## src/rtl/dmem_lsu_ctrl.sv

```systemverilog
// -----------------------------------------------------------------------------
// dmem_lsu_ctrl
// Load/store sequencer between the core memory stage and a word-only data
// memory. It converts RV32I LB/LH/LW/LBU/LHU/SB/SH/SW requests into full-word
// memory accesses:
// - Sub-word stores become a read-modify-write sequence.
// - Loads are lane-extracted and sign/zero-extended.
// - Misaligned, out-of-range and illegal-funct3 requests get an error response
//   without touching memory.
//
// Ports
//   clk, rst_n                 clock (rising edge), async active-low reset
//   req_valid / req_ready      request handshake (ready only in IDLE)
//   req_we, req_funct3         direction and RV32I access size/sign
//   req_addr, req_wdata        byte address, store data (low bits used)
//   rsp_valid / rsp_ready      response handshake
//   rsp_rdata, rsp_err         extended load data (0 for stores/errors), error
//   mem_read, mem_write        DMEM strobes (never both high)
//   mem_addr, mem_wdata        word-aligned DMEM address, write data
//   mem_rdata                  combinational DMEM read data
// -----------------------------------------------------------------------------
module dmem_lsu_ctrl #(
  parameter int unsigned MEM_BYTES = 1024
) (
  input  logic        clk,
  input  logic        rst_n,
  input  logic        req_valid,
  output logic        req_ready,
  input  logic        req_we,
  input  logic [2:0]  req_funct3,
  input  logic [31:0] req_addr,
  input  logic [31:0] req_wdata,
  output logic        rsp_valid,
  input  logic        rsp_ready,
  output logic [31:0] rsp_rdata,
  output logic        rsp_err,
  output logic        mem_read,
  output logic        mem_write,
  output logic [31:0] mem_addr,
  output logic [31:0] mem_wdata,
  input  logic [31:0] mem_rdata
);

  typedef enum logic [2:0] {
    S_IDLE   = 3'd0,
    S_LOAD   = 3'd1,
    S_RMW_RD = 3'd2,
    S_WR     = 3'd3,
    S_RESP   = 3'd4
  } state_t;

  state_t      r_state;
  state_t      w_next;
  logic        w_err;
  logic        w_accept;

  logic [2:0]  r_funct3;
  logic [31:0] r_addr;
  logic [31:0] r_wdata;
  logic [31:0] r_merge;
  logic [31:0] r_rdata;
  logic        r_err;

  // Request classification: illegal funct3 for the direction, misalignment
  // for halfword/word sizes, or a byte address beyond the memory.
  function automatic logic req_is_err(input logic        we,
                                      input logic [2:0]  f3,
                                      input logic [31:0] a);
    logic bad_f3;
    logic bad_align;
    if (we) begin
      bad_f3 = !((f3 == 3'b000) || (f3 == 3'b001) || (f3 == 3'b010));
    end else begin
      bad_f3 = (f3 == 3'b011) || (f3 == 3'b110) || (f3 == 3'b111);
    end
    case (f3[1:0])
      2'b01:   bad_align = a[0];
      2'b10:   bad_align = (a[1:0] != 2'b00);
      default: bad_align = 1'b0;
    endcase
    return bad_f3 | bad_align | (a >= MEM_BYTES);
  endfunction

  // Pick the addressed byte/halfword lane out of a memory word and extend it.
  // funct3[2] selects zero extension (LBU/LHU).
  function automatic logic [31:0] load_extract(input logic [31:0] word,
                                               input logic [2:0]  f3,
                                               input logic [1:0]  lane);
    logic [7:0]  b;
    logic [15:0] h;
    b = word[{lane, 3'b000} +: 8];
    h = lane[1] ? word[31:16] : word[15:0];
    case (f3)
      3'b000:  return {{24{b[7]}}, b};
      3'b100:  return {24'h000000, b};
      3'b001:  return {{16{h[15]}}, h};
      3'b101:  return {16'h0000, h};
      default: return word;
    endcase
  endfunction

  // Overlay the store byte/halfword onto the word read back from memory,
  // keeping the untouched lanes.
  function automatic logic [31:0] merge_store(input logic [31:0] word,
                                              input logic [31:0] wd,
                                              input logic [2:0]  f3,
                                              input logic [1:0]  lane);
    logic [31:0] m;
    m = word;
    if (f3[1:0] == 2'b00) begin
      m[{lane, 3'b000} +: 8] = wd[7:0];
    end else if (f3[1:0] == 2'b01) begin
      if (lane[1]) m[31:16] = wd[15:0];
      else         m[15:0]  = wd[15:0];
    end
    return m;
  endfunction

  assign w_err    = req_is_err(req_we, req_funct3, req_addr);
  assign w_accept = (r_state == S_IDLE) && req_valid;

  // Next-state logic
  always_comb begin
    w_next = r_state;
    case (r_state)
      S_IDLE: begin
        if (req_valid) begin
          if (w_err)                     w_next = S_RESP;
          else if (!req_we)              w_next = S_LOAD;
          else if (req_funct3 == 3'b010) w_next = S_WR;
          else                           w_next = S_RMW_RD;
        end
      end
      S_LOAD:   w_next = S_RESP;
      S_RMW_RD: w_next = S_WR;
      S_WR:     w_next = S_RESP;
      S_RESP:   if (rsp_ready) w_next = S_IDLE;
      default:  w_next = S_IDLE;
    endcase
  end

  // Outputs are pure functions of the state register, so an asynchronous
  // reset removes mem_write in the same instant and no partial RMW commits.
  always_comb begin
    req_ready = 1'b0;
    rsp_valid = 1'b0;
    mem_read  = 1'b0;
    mem_write = 1'b0;
    mem_addr  = 32'h0000_0000;
    mem_wdata = 32'h0000_0000;
    case (r_state)
      S_IDLE: req_ready = 1'b1;
      S_LOAD, S_RMW_RD: begin
        mem_read = 1'b1;
        mem_addr = {r_addr[31:2], 2'b00};
      end
      S_WR: begin
        mem_write = 1'b1;
        mem_addr  = {r_addr[31:2], 2'b00};
        mem_wdata = r_merge;
      end
      S_RESP:  rsp_valid = 1'b1;
      default: req_ready = 1'b0;
    endcase
  end

  assign rsp_rdata = r_rdata;
  assign rsp_err   = r_err;

  // Control and response registers
  always_ff @(posedge clk or negedge rst_n) begin
    if (!rst_n) begin
      r_state <= S_IDLE;
      r_rdata <= 32'h0000_0000;
      r_err   <= 1'b0;
    end else begin
      r_state <= w_next;
      if (w_accept) begin
        r_err   <= w_err;
        r_rdata <= 32'h0000_0000;
      end else if (r_state == S_LOAD) begin
        r_rdata <= load_extract(mem_rdata, r_funct3, r_addr[1:0]);
      end else if ((r_state == S_RESP) && rsp_ready) begin
        r_rdata <= 32'h0000_0000;
        r_err   <= 1'b0;
      end
    end
  end

  // Request datapath registers; only meaningful while a request is in flight.
  // The merge word starts as the full store data so SW goes straight to WR.
  always_ff @(posedge clk) begin
    if (w_accept) begin
      r_funct3 <= req_funct3;
      r_addr   <= req_addr;
      r_wdata  <= req_wdata;
      r_merge  <= req_wdata;
    end else if (r_state == S_RMW_RD) begin
      r_merge  <= merge_store(mem_rdata, r_wdata, r_funct3, r_addr[1:0]);
    end
  end

endmodule

```

## config.mk

```make
export PLATFORM = sky130hd
export DESIGN_NAME = dmem_lsu_ctrl
export DESIGN_NICKNAME = d
export VERILOG_FILES = /design/src/rtl/dmem_lsu_ctrl.sv
export SDC_FILE = /design/constraint.sdc
export NUM_CORES = 1
export LEC_CHECK = 0
export CAP_MARGIN = 20
export CORE_UTILIZATION = 50
export DETAILED_ROUTE_END_ITERATION = 7
export DONT_BUFFER_PORTS = 1
export GPL_TIMING_DRIVEN = 1
export PLACE_DENSITY = 0.72
export SYNTH_ARGS = -nofsm -noshare
export SYNTH_HDL_FRONTEND = slang
export SYNTH_SLANG_ARGS = --single-unit
```

## constraint.sdc

```tcl
create_clock -name clk -period 5.1 [get_ports clk]
set_clock_uncertainty 0.1 [all_clocks]
set_input_delay 0.765 -clock clk [delete_from_list [all_inputs] [get_ports clk]]
set_output_delay 0.765 -clock clk [all_outputs]
set_load 0.01 [all_outputs]
```

==> run metrics <==
die width=113 um; drt first pass iters=5; antenna-violating nets left=0; minimum clock period=3.47 ns; port buffer count=0; root buf cell=clkbuf_16; fmax=0.288 GHz; CP Buf/Inv Count=1; CTS resizes=0; CP arrival=3.65 ns; Synth async-reset ratio=30.3%; DRT iter0 DRCs=508; vias in the first global route=4,538; Rows=40; most frequent cells in the layout=edfxtp_1 (83), and2_1 (62), a221o_1 (46), dfrtp_1 (36), o21ai_0 (26); commonest non-fill, non-tap cell in the layout=edfxtp_1; layout cell share with drive strength beyond 1=9.85%; fin cells=696; Post-Synth Simple-Gate Area=16.2%; Max FO, Critical Path=31; unrepaired setup endpoints after global routing=false; crit path max-delay cell type=edfxtp_1; Ys Warns=0; EDFF count, synth=83; I/O pin count=205; Area Overhead vs Synth=11.0%; Die Y=113 um; H-tree Lvls=4; diodes inserted=0; Routed WL=17.8 mm; Setup Crit Path Kind=reg -> reg; Synth Area in Compound Gates=20.5%; fillers=985; outcome=finished, final reports clean; first-pass GRT wire length=26.7 mm; Worst Setup SP=r_addr[1]; Routed WL per cell=25.6 um; pin count of the biggest net entering global routing=44; Initial Util=51.4%; dpl cells=662; slew margin rel.=26.3%; crit path cell chain=inv_1, ha_1, nor4b_1, a21oi_1, nor3_2, a221o_1; antenna violations before repair=0; #FFs+latches synth=119; GR Util All Layers=28.7%; mux share of post-synthesis cell area=2.06%; Sink Count=119; die area=0.0128 mm^2; Adder-Cell Fraction of Synth Area=1.82%; Synth Instances=530; largest family of logic cells by synthesized area=compound AO/OA/AOI/OAI gates; ys flop type=edfxtp_1; HPWL Detailed=12.7 mm; Max Slew Vio Count=0; critical path required time=5.28 ns; # setup viols final=0; nets=628; Post-Synth XOR/XNOR Area=0.141%; Congestion Overflow GR=0; cell area after synthesis=0.00620 mm^2; via count=4,608; Leak=2.71 nW; gpl congestion=0.892; Vias/cell=6.62; Core ar.=0.0121 mm^2; endpoint class of the critical path=flop; Worst VDD drop=353 uV; Worst R2R Start=r_addr[1]; CTS tree=yes; final worst-path cycle share=68.1%; Reg2Reg Depth=6; clk buf depth=2; PD cells=377 mW/mm^2; WP depth=6; CP Launch Type=flop; clk_lat worst skew=0.42 ns; setup_tns=0 ns; Clk pin slew, worst setup/hold paths=0.06 ns; Post-CTS Setup Bufs=0; Tightest Pin Transition=1.11 ns; hold crit path type=in -> async; sequential area share after synthesis=54.7%; maxcap violations=0; Slowest Stage Delay on Critical Path=1.04 ns; Worst path top cell family by delay=flip-flops; DR DRC count=0; final hold vios=0; Syn Area/Cell=11.7 um^2; Unique masters post-synth=55; CTS buffer count=17
-- logic make-up (layout without fill, tap and decap cells) --
logic type | after synthesis | in the layout
XOR/XNOR | 1 | 1
buffers and inverters | 61 | 58
AND/OR/NAND/NOR | 167 | 167
other | 1 | 2
AO/OA/AOI/OAI | 162 | 162
adder cells (fa/ha/maj) | 9 | 9
multiplexers | 10 | 10
flip-flops | 119 | 119
-- flip-flops by register name, summed over array words and instances, names as in the netlist --
| register | flops |
|---|---|
| r_wdata | 16 |
| rsp_err | 1 |
| r_funct3 | 3 |
| rsp_rdata | 32 |
| r_addr | 32 |
| r_state | 3 |
| r_merge | 32 |
-- worst paths after layout --
path | endpoint | slack (ns)
worst max-delay path | r_merge[5] | 1.63
worst min-delay path | rsp_rdata[8] | 0.07
worst max register to register | r_merge[5] | 1.63
worst min register to register | rsp_rdata[3] | 0.48
max in group asynchronous | rsp_rdata[16] | 4.63
min in group clk | r_addr[25] | 0.34
-- per-stage QoR --
stage | instance area, um^2 | hold WS (ns) | utilization [%] | setup WS (ns) | power [mW]
3_5_place_dp | 6250 | 0.370 | 51.8 | 1.74 | 1.41
4_1_cts | 6880 | 0.0728 | 57.0 | 1.75 | 2.61
3_3_place_gp | 6250 | 0.370 | 51.8 | 1.83 | 1.40
2_1_floorplan | 6200 | 0.369 | - | 2.50 | 1.35
6_report | 6880 | 0.0705 | 57.1 | 1.63 | 2.60
5_1_grt | 6880 | 0.0677 | 57.1 | 1.34 | 2.68
-- cells in the mapped netlist (15+ instances only) --
library cell  number  area [um^2]
and2_1            62          388
dfrtp_1           36          901
a22o_1            15          131
and3_1            18          113
a221o_1           46          460
a21oi_1           22          110
nor2_1            20         75.1
edfxtp_1          83         2490
clkbuf_1          27          101
o21ai_0           26          130
inv_1             18         67.6
-- power breakdown --
group / internal, mW / leakage, nW / switching (mW)
registers: 1.12 / 1.28 / 0.0401
logic: 0.0909 / 1.13 / 0.155
clock network: 0.776 / 0.298 / 0.416
-- final cells by class --
| cell class | instances | area, um^2 | area share, % |
|---|---|---|---|
| clock buffers | 28 | 582 | 8.45 |
| well taps | 168 | 210 | 3.05 |
| flip-flops and latches | 119 | 3390 | 49.3 |
| clock inverters | 4 | 23.8 | 0.345 |
| multi-input cells | 351 | 2530 | 36.8 |
| inverters | 18 | 67.6 | 0.981 |
| repair buffers | 8 | 72.6 | 1.05 |
-- layer usage --
layer	track usage, %	up-vias	wire length [um]	part of all wire, %
li1	-	2036	-	-
met1	36.8	2237	7210	40
met2	42.8	289	8250	46
met3	10.1	46	1780	10
met4	15.4	0	594	3.3
met5	0	-	0	0
-- worst register-to-register path, delay by kind of cell (launching register included) --
family | cells | cell delay [ns]
and+or+nand+nor | 2 | 0.74
adders and majority gates | 1 | 0.52
DFF | 1 | 1.04
buffers and inverters | 1 | 0.56
AOI/OAI and AO/OA | 2 | 0.39
-- repair_timing --
action | 4_1_cts | 5_1_grt
hold buffers | 1 | 0
endpoints found under the hold margin | 36 | 0
endpoints found under the setup margin | 0 | 0
Note: power is estimated with default switching activity, not from simulation.
